**src/rtl/block_dispatch_cu.sv**
```systemverilog
// block_dispatch_cu -- main control unit of the block-matrix coprocessor.
//
// Waits for a job flag and takes the shared memory bus through a
// request/grant handshake. It then reads a configuration word with
// R = rdata[IDX_W-1:0] and C = rdata[2*IDX_W-1:IDX_W]. Every (row, col)
// block task is issued in row-major order, round-robin across P processors.
// When all results are back, the bus is re-acquired and the status word is
// cleared.
//
// Ports:
//   i_Clock, i_Reset_n         clock (rising edge), async active-low reset
//   i_Data_Ready               job available (sampled only in IDLE)
//   o_Grant_Request / i_Grant  bus request / grant
//   o_Memory_*                 address, read strobe (1-cycle latency),
//                              write strobe, write data
//   i_Memory_Rdata             read data
//   o_Row_Index/o_Column_Index per-processor index slices (slice k = proc k)
//   o_Indexes_Ready            per-processor "indexes valid"
//   i_Indexes_Received         per-processor acknowledge
//   i_Result_Ready             per-processor completion pulse
//   o_Busy                     high whenever not IDLE
//   o_Done                     one-cycle job-complete pulse
module block_dispatch_cu #(
  parameter int P           = 4,
  parameter int DATA_W      = 32,
  parameter int ADDR_W      = 16,
  parameter int IDX_W       = 8,
  parameter int CFG_ADDR    = 0,
  parameter int STATUS_ADDR = 1
) (
  input  logic                 i_Clock,
  input  logic                 i_Reset_n,
  input  logic                 i_Data_Ready,
  output logic                 o_Grant_Request,
  input  logic                 i_Grant,
  output logic [ADDR_W-1:0]    o_Memory_Address,
  output logic                 o_Memory_Read,
  output logic                 o_Memory_Write,
  output logic [DATA_W-1:0]    o_Memory_Wdata,
  input  logic [DATA_W-1:0]    i_Memory_Rdata,
  output logic [P*IDX_W-1:0]   o_Row_Index,
  output logic [P*IDX_W-1:0]   o_Column_Index,
  output logic [P-1:0]         o_Indexes_Ready,
  input  logic [P-1:0]         i_Indexes_Received,
  input  logic [P-1:0]         i_Result_Ready,
  output logic                 o_Busy,
  output logic                 o_Done
);

  localparam int PTR_W = (P > 1) ? $clog2(P) : 1;

  localparam logic [2:0] S_IDLE         = 3'd0;
  localparam logic [2:0] S_REQ_CFG      = 3'd1;
  localparam logic [2:0] S_READ_CFG1    = 3'd2;
  localparam logic [2:0] S_READ_CFG2    = 3'd3;
  localparam logic [2:0] S_DISPATCH     = 3'd4;
  localparam logic [2:0] S_DRAIN        = 3'd5;
  localparam logic [2:0] S_REQ_STATUS   = 3'd6;
  localparam logic [2:0] S_WRITE_STATUS = 3'd7;

  logic [2:0]        state_reg, state_next;
  logic [IDX_W-1:0]  rows_reg, cols_reg;   // job size R, C
  logic [IDX_W-1:0]  row_reg, col_reg;     // next task to issue
  logic [PTR_W-1:0]  ptr_reg;              // round-robin start point
  logic [P-1:0]      busy_vec, ready_vec;
  logic [P*IDX_W-1:0] row_idx_vec, col_idx_vec;

  logic              req_reg, read_reg, write_reg, busy_reg, done_reg;
  logic [ADDR_W-1:0] addr_reg;

  logic [IDX_W-1:0]  cfg_rows, cfg_cols;
  logic              capture_go, issue_en, issue_fire, last_task;
  logic [IDX_W-1:0]  cur_rows, cur_cols, cur_row, cur_col;
  logic [P-1:0]      free_mask;
  logic              pick_found;
  logic [PTR_W-1:0]  pick_idx, cand_idx;

  assign cfg_rows = i_Memory_Rdata[IDX_W-1:0];
  assign cfg_cols = i_Memory_Rdata[2*IDX_W-1:IDX_W];

  // Upper configuration bits carry nothing for this unit.
  generate
    if (DATA_W > 2*IDX_W) begin : g_rdata_upper
      logic unused_rdata_upper;
      assign unused_rdata_upper = ^i_Memory_Rdata[DATA_W-1:2*IDX_W];
    end
  endgenerate

  // The first task (0,0) is issued on the capture edge itself, straight from
  // the read data, so dispatch starts one cycle after the configuration
  // arrives instead of two.
  assign capture_go = (state_reg == S_READ_CFG2) && i_Grant &&
                      (cfg_rows != '0) && (cfg_cols != '0);
  assign issue_en   = capture_go || (state_reg == S_DISPATCH);
  assign cur_rows   = capture_go ? cfg_rows : rows_reg;
  assign cur_cols   = capture_go ? cfg_cols : cols_reg;
  assign cur_row    = capture_go ? '0 : row_reg;
  assign cur_col    = capture_go ? '0 : col_reg;
  assign last_task  = (cur_row == cur_rows - IDX_W'(1)) &&
                      (cur_col == cur_cols - IDX_W'(1));

  // A processor is free only when it is neither working nor still offered.
  assign free_mask = ~busy_vec & ~ready_vec;

  // First free processor at or after ptr, wrapping modulo P.
  always_comb begin
    pick_found = 1'b0;
    pick_idx   = '0;
    cand_idx   = '0;
    for (int i = 0; i < P; i++) begin
      cand_idx = PTR_W'((int'(ptr_reg) + i) % P);
      if (!pick_found && free_mask[cand_idx]) begin
        pick_found = 1'b1;
        pick_idx   = cand_idx;
      end
    end
  end

  assign issue_fire = issue_en && pick_found;

  always_comb begin
    state_next = state_reg;
    case (state_reg)
      S_IDLE:         if (i_Data_Ready) state_next = S_REQ_CFG;
      S_REQ_CFG:      if (i_Grant) state_next = S_READ_CFG1;
      S_READ_CFG1:    state_next = i_Grant ? S_READ_CFG2 : S_REQ_CFG;
      S_READ_CFG2: begin
        if (!i_Grant)                                state_next = S_REQ_CFG;
        else if ((cfg_rows == '0) || (cfg_cols == '0)) state_next = S_REQ_STATUS;
        else if (issue_fire && last_task)            state_next = S_DRAIN;
        else                                         state_next = S_DISPATCH;
      end
      S_DISPATCH:     if (issue_fire && last_task) state_next = S_DRAIN;
      S_DRAIN:        if ((busy_vec == '0) && (ready_vec == '0)) state_next = S_REQ_STATUS;
      S_REQ_STATUS:   if (i_Grant) state_next = S_WRITE_STATUS;
      S_WRITE_STATUS: state_next = i_Grant ? S_IDLE : S_REQ_STATUS;
      default:        state_next = S_IDLE;
    endcase
  end

  always_ff @(posedge i_Clock or negedge i_Reset_n) begin
    if (!i_Reset_n) begin
      state_reg <= S_IDLE;
      rows_reg  <= '0;
      cols_reg  <= '0;
      row_reg   <= '0;
      col_reg   <= '0;
      ptr_reg   <= '0;
      req_reg   <= 1'b0;
      read_reg  <= 1'b0;
      write_reg <= 1'b0;
      addr_reg  <= '0;
      busy_reg  <= 1'b0;
      done_reg  <= 1'b0;
    end else begin
      state_reg <= state_next;
      if (capture_go) begin
        rows_reg <= cfg_rows;
        cols_reg <= cfg_cols;
      end
      if (issue_fire) begin
        if (cur_col == cur_cols - IDX_W'(1)) begin
          row_reg <= cur_row + IDX_W'(1);
          col_reg <= '0;
        end else begin
          row_reg <= cur_row;
          col_reg <= cur_col + IDX_W'(1);
        end
        ptr_reg <= (pick_idx == PTR_W'(P-1)) ? '0 : pick_idx + PTR_W'(1);
      end
      // Bus-facing outputs are decoded from the next state so they line up
      // with the state they belong to.
      req_reg   <= (state_next == S_REQ_CFG)   || (state_next == S_READ_CFG1) ||
                   (state_next == S_READ_CFG2) || (state_next == S_REQ_STATUS) ||
                   (state_next == S_WRITE_STATUS);
      read_reg  <= (state_next == S_READ_CFG1);
      write_reg <= (state_next == S_WRITE_STATUS);
      if ((state_next == S_READ_CFG1) || (state_next == S_READ_CFG2))
        addr_reg <= ADDR_W'(CFG_ADDR);
      else if (state_next == S_WRITE_STATUS)
        addr_reg <= ADDR_W'(STATUS_ADDR);
      else
        addr_reg <= '0;
      busy_reg  <= (state_next != S_IDLE);
      done_reg  <= (state_reg == S_WRITE_STATUS) && i_Grant;
    end
  end

  // Per-processor index registers and handshake.
  genvar gi;
  generate
    for (gi = 0; gi < P; gi++) begin : g_proc
      logic             rdy_reg, bsy_reg;
      logic [IDX_W-1:0] row_q_reg, col_q_reg;
      logic             assign_here;

      assign assign_here = issue_fire && (pick_idx == PTR_W'(gi));

      always_ff @(posedge i_Clock or negedge i_Reset_n) begin
        if (!i_Reset_n) begin
          rdy_reg   <= 1'b0;
          bsy_reg   <= 1'b0;
          row_q_reg <= '0;
          col_q_reg <= '0;
        end else if (assign_here) begin
          rdy_reg   <= 1'b1;
          row_q_reg <= cur_row;
          col_q_reg <= cur_col;
        end else if (rdy_reg && i_Indexes_Received[gi]) begin
          // A result pulse in this same cycle is ignored: busy was still 0.
          rdy_reg <= 1'b0;
          bsy_reg <= 1'b1;
        end else if (bsy_reg && i_Result_Ready[gi]) begin
          bsy_reg <= 1'b0;
        end
      end

      assign ready_vec[gi]                  = rdy_reg;
      assign busy_vec[gi]                   = bsy_reg;
      assign row_idx_vec[gi*IDX_W +: IDX_W] = row_q_reg;
      assign col_idx_vec[gi*IDX_W +: IDX_W] = col_q_reg;
    end
  endgenerate

  assign o_Grant_Request  = req_reg;
  assign o_Memory_Address = addr_reg;
  assign o_Memory_Read    = read_reg;
  assign o_Memory_Write   = write_reg;
  assign o_Memory_Wdata   = '0;
  assign o_Row_Index      = row_idx_vec;
  assign o_Column_Index   = col_idx_vec;
  assign o_Indexes_Ready  = ready_vec;
  assign o_Busy           = busy_reg;
  assign o_Done           = done_reg;

endmodule

```
**config.mk**
```make
export PLATFORM = sky130hd
export DESIGN_NAME = block_dispatch_cu
export DESIGN_NICKNAME = d
export VERILOG_FILES = /design/src/rtl/block_dispatch_cu.sv
export SDC_FILE = /design/constraint.sdc
export NUM_CORES = 1
export LEC_CHECK = 0
export BUFFER_PORTS_ARGS = -buffer_cell sky130_fd_sc_hd__buf_4
export CORE_MARGIN = 4
export CORE_UTILIZATION = 47
export DETAILED_ROUTE_END_ITERATION = 16
export PLACE_DENSITY_LB_ADDON = 0.1
export SYNTH_ARGS = -nofsm -noshare
export SYNTH_HDL_FRONTEND = slang
export SYNTH_SLANG_ARGS = --single-unit
```
**constraint.sdc**
```tcl
create_clock -name i_Clock -period 3.3 [get_ports i_Clock]
set_input_delay 0.495 -clock i_Clock [delete_from_list [all_inputs] [get_ports i_Clock]]
set_output_delay 0.495 -clock i_Clock [all_outputs]
set_load 0.01 [all_outputs]
```
==> impl_metrics.json <==
{
  "outcome": "complete, no violations",
  "worst_pin_slew_ns": 0.886,
  "path_max_fanout": 18,
  "fin_crit_ns": 2.92,
  "start_util_pct": 48.2,
  "grt_use_total_pct": 19.5,
  "post_cts_buffers": 0,
  "fmax_mhz": 343,
  "worst_hold_slack_ns": 0.168,
  "r2r_cells": 10,
  "critical_path_class": "in -> reg",
  "antenna_found_initial": 0,
  "yosysUniqueCellTypes": 50,
  "yosysWarnings": 0,
  "vias_per_cell": 5.08,
  "worstPathRequired_ns": 3.59,
  "fin_total_pwr_uw": 6930,
  "hold_buffers": 0,
  "dieWidth_um": 119,
  "fp.coreArea_um2": 12100,
  "finish.net_count": 818,
  "rows": 40,
  "worstReg2RegStart": "state_reg[2]",
  "final_max_slew_viol_count": 0,
  "mostFrequentLayoutCells": "160 x nand2_1, 127 x buf_4, 115 x dfrtp_1",
  "ys_seq_area_share_pct": 49.5,
  "ctsResizeCount": 0,
  "r2r_slack_ns": 0.43,
  "async_reset_ff_share_pct": 100,
  "slew_headroom_pct": 40.5,
  "final_common_cell": "nand2_1",
  "die_height_um": 119,
  "finalWeightedCongestion": 0.819,
  "r2r_end": "col_reg[5]",
  "clock_skew_ns": 0.00814,
  "finalSetupViolations": 0,
  "rsz0062_at_grt": "false",
  "drv_cap": 0,
  "hold_violations": 0,
  "wl_per_cell_um": 14.3,
  "p_leak_uw": 0.00361,
  "dpl.hpwl_um": 9880,
  "clk-insertion-delay-late_ns": 0.41,
  "routed-via-count": 4815,
  "syn-instance-count": 656,
  "routed_wl_um": 13600,
  "drive_above_1_share_pct": 21.8,
  "avgSynthCellArea_um2": 8.87,
  "area_delta_synth_final_pct": 25.6,
  "cts_sinks": 115,
  "fill_cells": 1061,
  "cp-start-kind": "input pin",
  "cts_max_level": 4,
  "drcViolationCount": 0,
  "ios": 165,
  "grt_pass1_wl_um": 22200,
  "min_period_over_period_pct": 88.4,
  "antennaDiodeCount": 0,
  "worst-endpoint-arrival_ns": 3.21,
  "die-area_um2": 14200,
  "final_util_pct": 60.6,
  "p_per_area_nw_per_um2": 949,
  "cts_buffers": 17,
  "drtPass1Iterations": 4,
  "dr.first_iter.drc_count": 311,
  "setup_tns_ns": 0,
  "tritoncts": "done",
  "min_path_type": "in -> async",
  "synth_edf_count": 0,
  "drtAntennaViolNets": 0,
  "portBuffers": 101,
  "grt_start_max_net_pins": 61,
  "worstSetupEndpointType": "flip-flop",
  "netlist_area_um2": 5820,
  "yosys_register_bits": 115,
  "vdd_drop_max_mv": 0.335,
  "yosys_most_used_dff": "dfrtp_1",
  "clock_path_buffers": 2,
  "cts.clk_slew.worst_paths_ns": 0.05,
  "grt_pass1_vias": 4563,
  "overflow": 0,
  "cts_root_buf": "clkbuf_16"
}
## report_power, final
group / switching, µW / leakage (µW) / total [µW] / internal [µW]
Sequential: 432 / 0.00148 / 2320 / 1890
Clock: 618 / 0.000311 / 2000 / 1380
Combinational: 1450 / 0.00182 / 2620 / 1170
## Yosys cell counts (all sizes together) (8+ instances only)
master	n	area, µm²
nand2	162	613
dfrtp	115	2880
o21ai	87	439
buf	63	459
nor2	33	124
clkbuf	21	78.8
inv	18	67.6
nand3	17	85.1
nor3	17	85.1
a21oi	14	70.1
xor2	14	123
xnor2	10	87.6
ha	8	100
mux2i	8	80.1
## how the worst max path moves through the flow
stage,start,endpoint,cells after the start
global route,state_reg[2],state_reg[0],12
floorplan,i_Memory_Rdata[15],col_reg[5],13
global placement,i_Memory_Rdata[15],col_reg[5],12
CTS,i_Memory_Rdata[15],col_reg[5],12
detailed placement,i_Memory_Rdata[15],col_reg[5],12
finish,i_Memory_Rdata[15],col_reg[5],12
## layout make-up
cell class | instances | area [µm²] | share of cell area [%]
flip-flops and latches | 115 | 2880 | 39.4
multi-input cells | 485 | 2510 | 34.4
repair buffers | 129 | 993 | 13.6
clock buffers | 23 | 468 | 6.40
well taps | 168 | 210 | 2.88
clock inverters | 9 | 176 | 2.41
inverters | 18 | 67.6 | 0.925
## logic make-up after synthesis
logic type	after synthesis	synth area share (%)
AO/OA/AOI/OAI	134	13.5
XOR/XNOR	24	3.61
adder cells (fa/ha/maj)	8	1.72
buffers and inverters	102	10.4
flip-flops	115	49.5
multiplexers	8	1.38
other	1	0.0644
AND/OR/NAND/NOR	264	19.9
## critical path, cell delays in order
cell	delay, ns
buf_4	0.11
or4_1	0.50
or3_4	0.34
and2_4	0.16
mux2i_1	0.14
ha_2	0.23
nor3_1	0.18
mux2i_1	0.10
a32oi_1	0.21
and4_4	0.39
nor3b_1	0.08
a211o_1	0.27
## through the flow
| stage | instances | instance area (µm²) | worst slack [ns] |
|---|---|---|---|
| 4_1_cts | 947 | 7310 | 0.384 |
| 6_report | 947 | 7310 | 0.383 |
| 3_3_place_gp | 915 | 6660 | -0.0223 |
| 5_1_grt | 947 | 7310 | 0.172 |
| 3_5_place_dp | 915 | 6660 | -0.0401 |
| 2_1_floorplan | 702 | 6010 | -0.0613 |
## routing by layer
layer	vias to the layer above	track usage [%]	part of all wire, %
li1	2343	-	-
met5	-	0	0
met2	142	29.1	45
met1	2310	27.1	47
met3	20	4.84	5.7
met4	0	8.33	1.7
No activity file was read; power rests on OpenSTA's default activity.
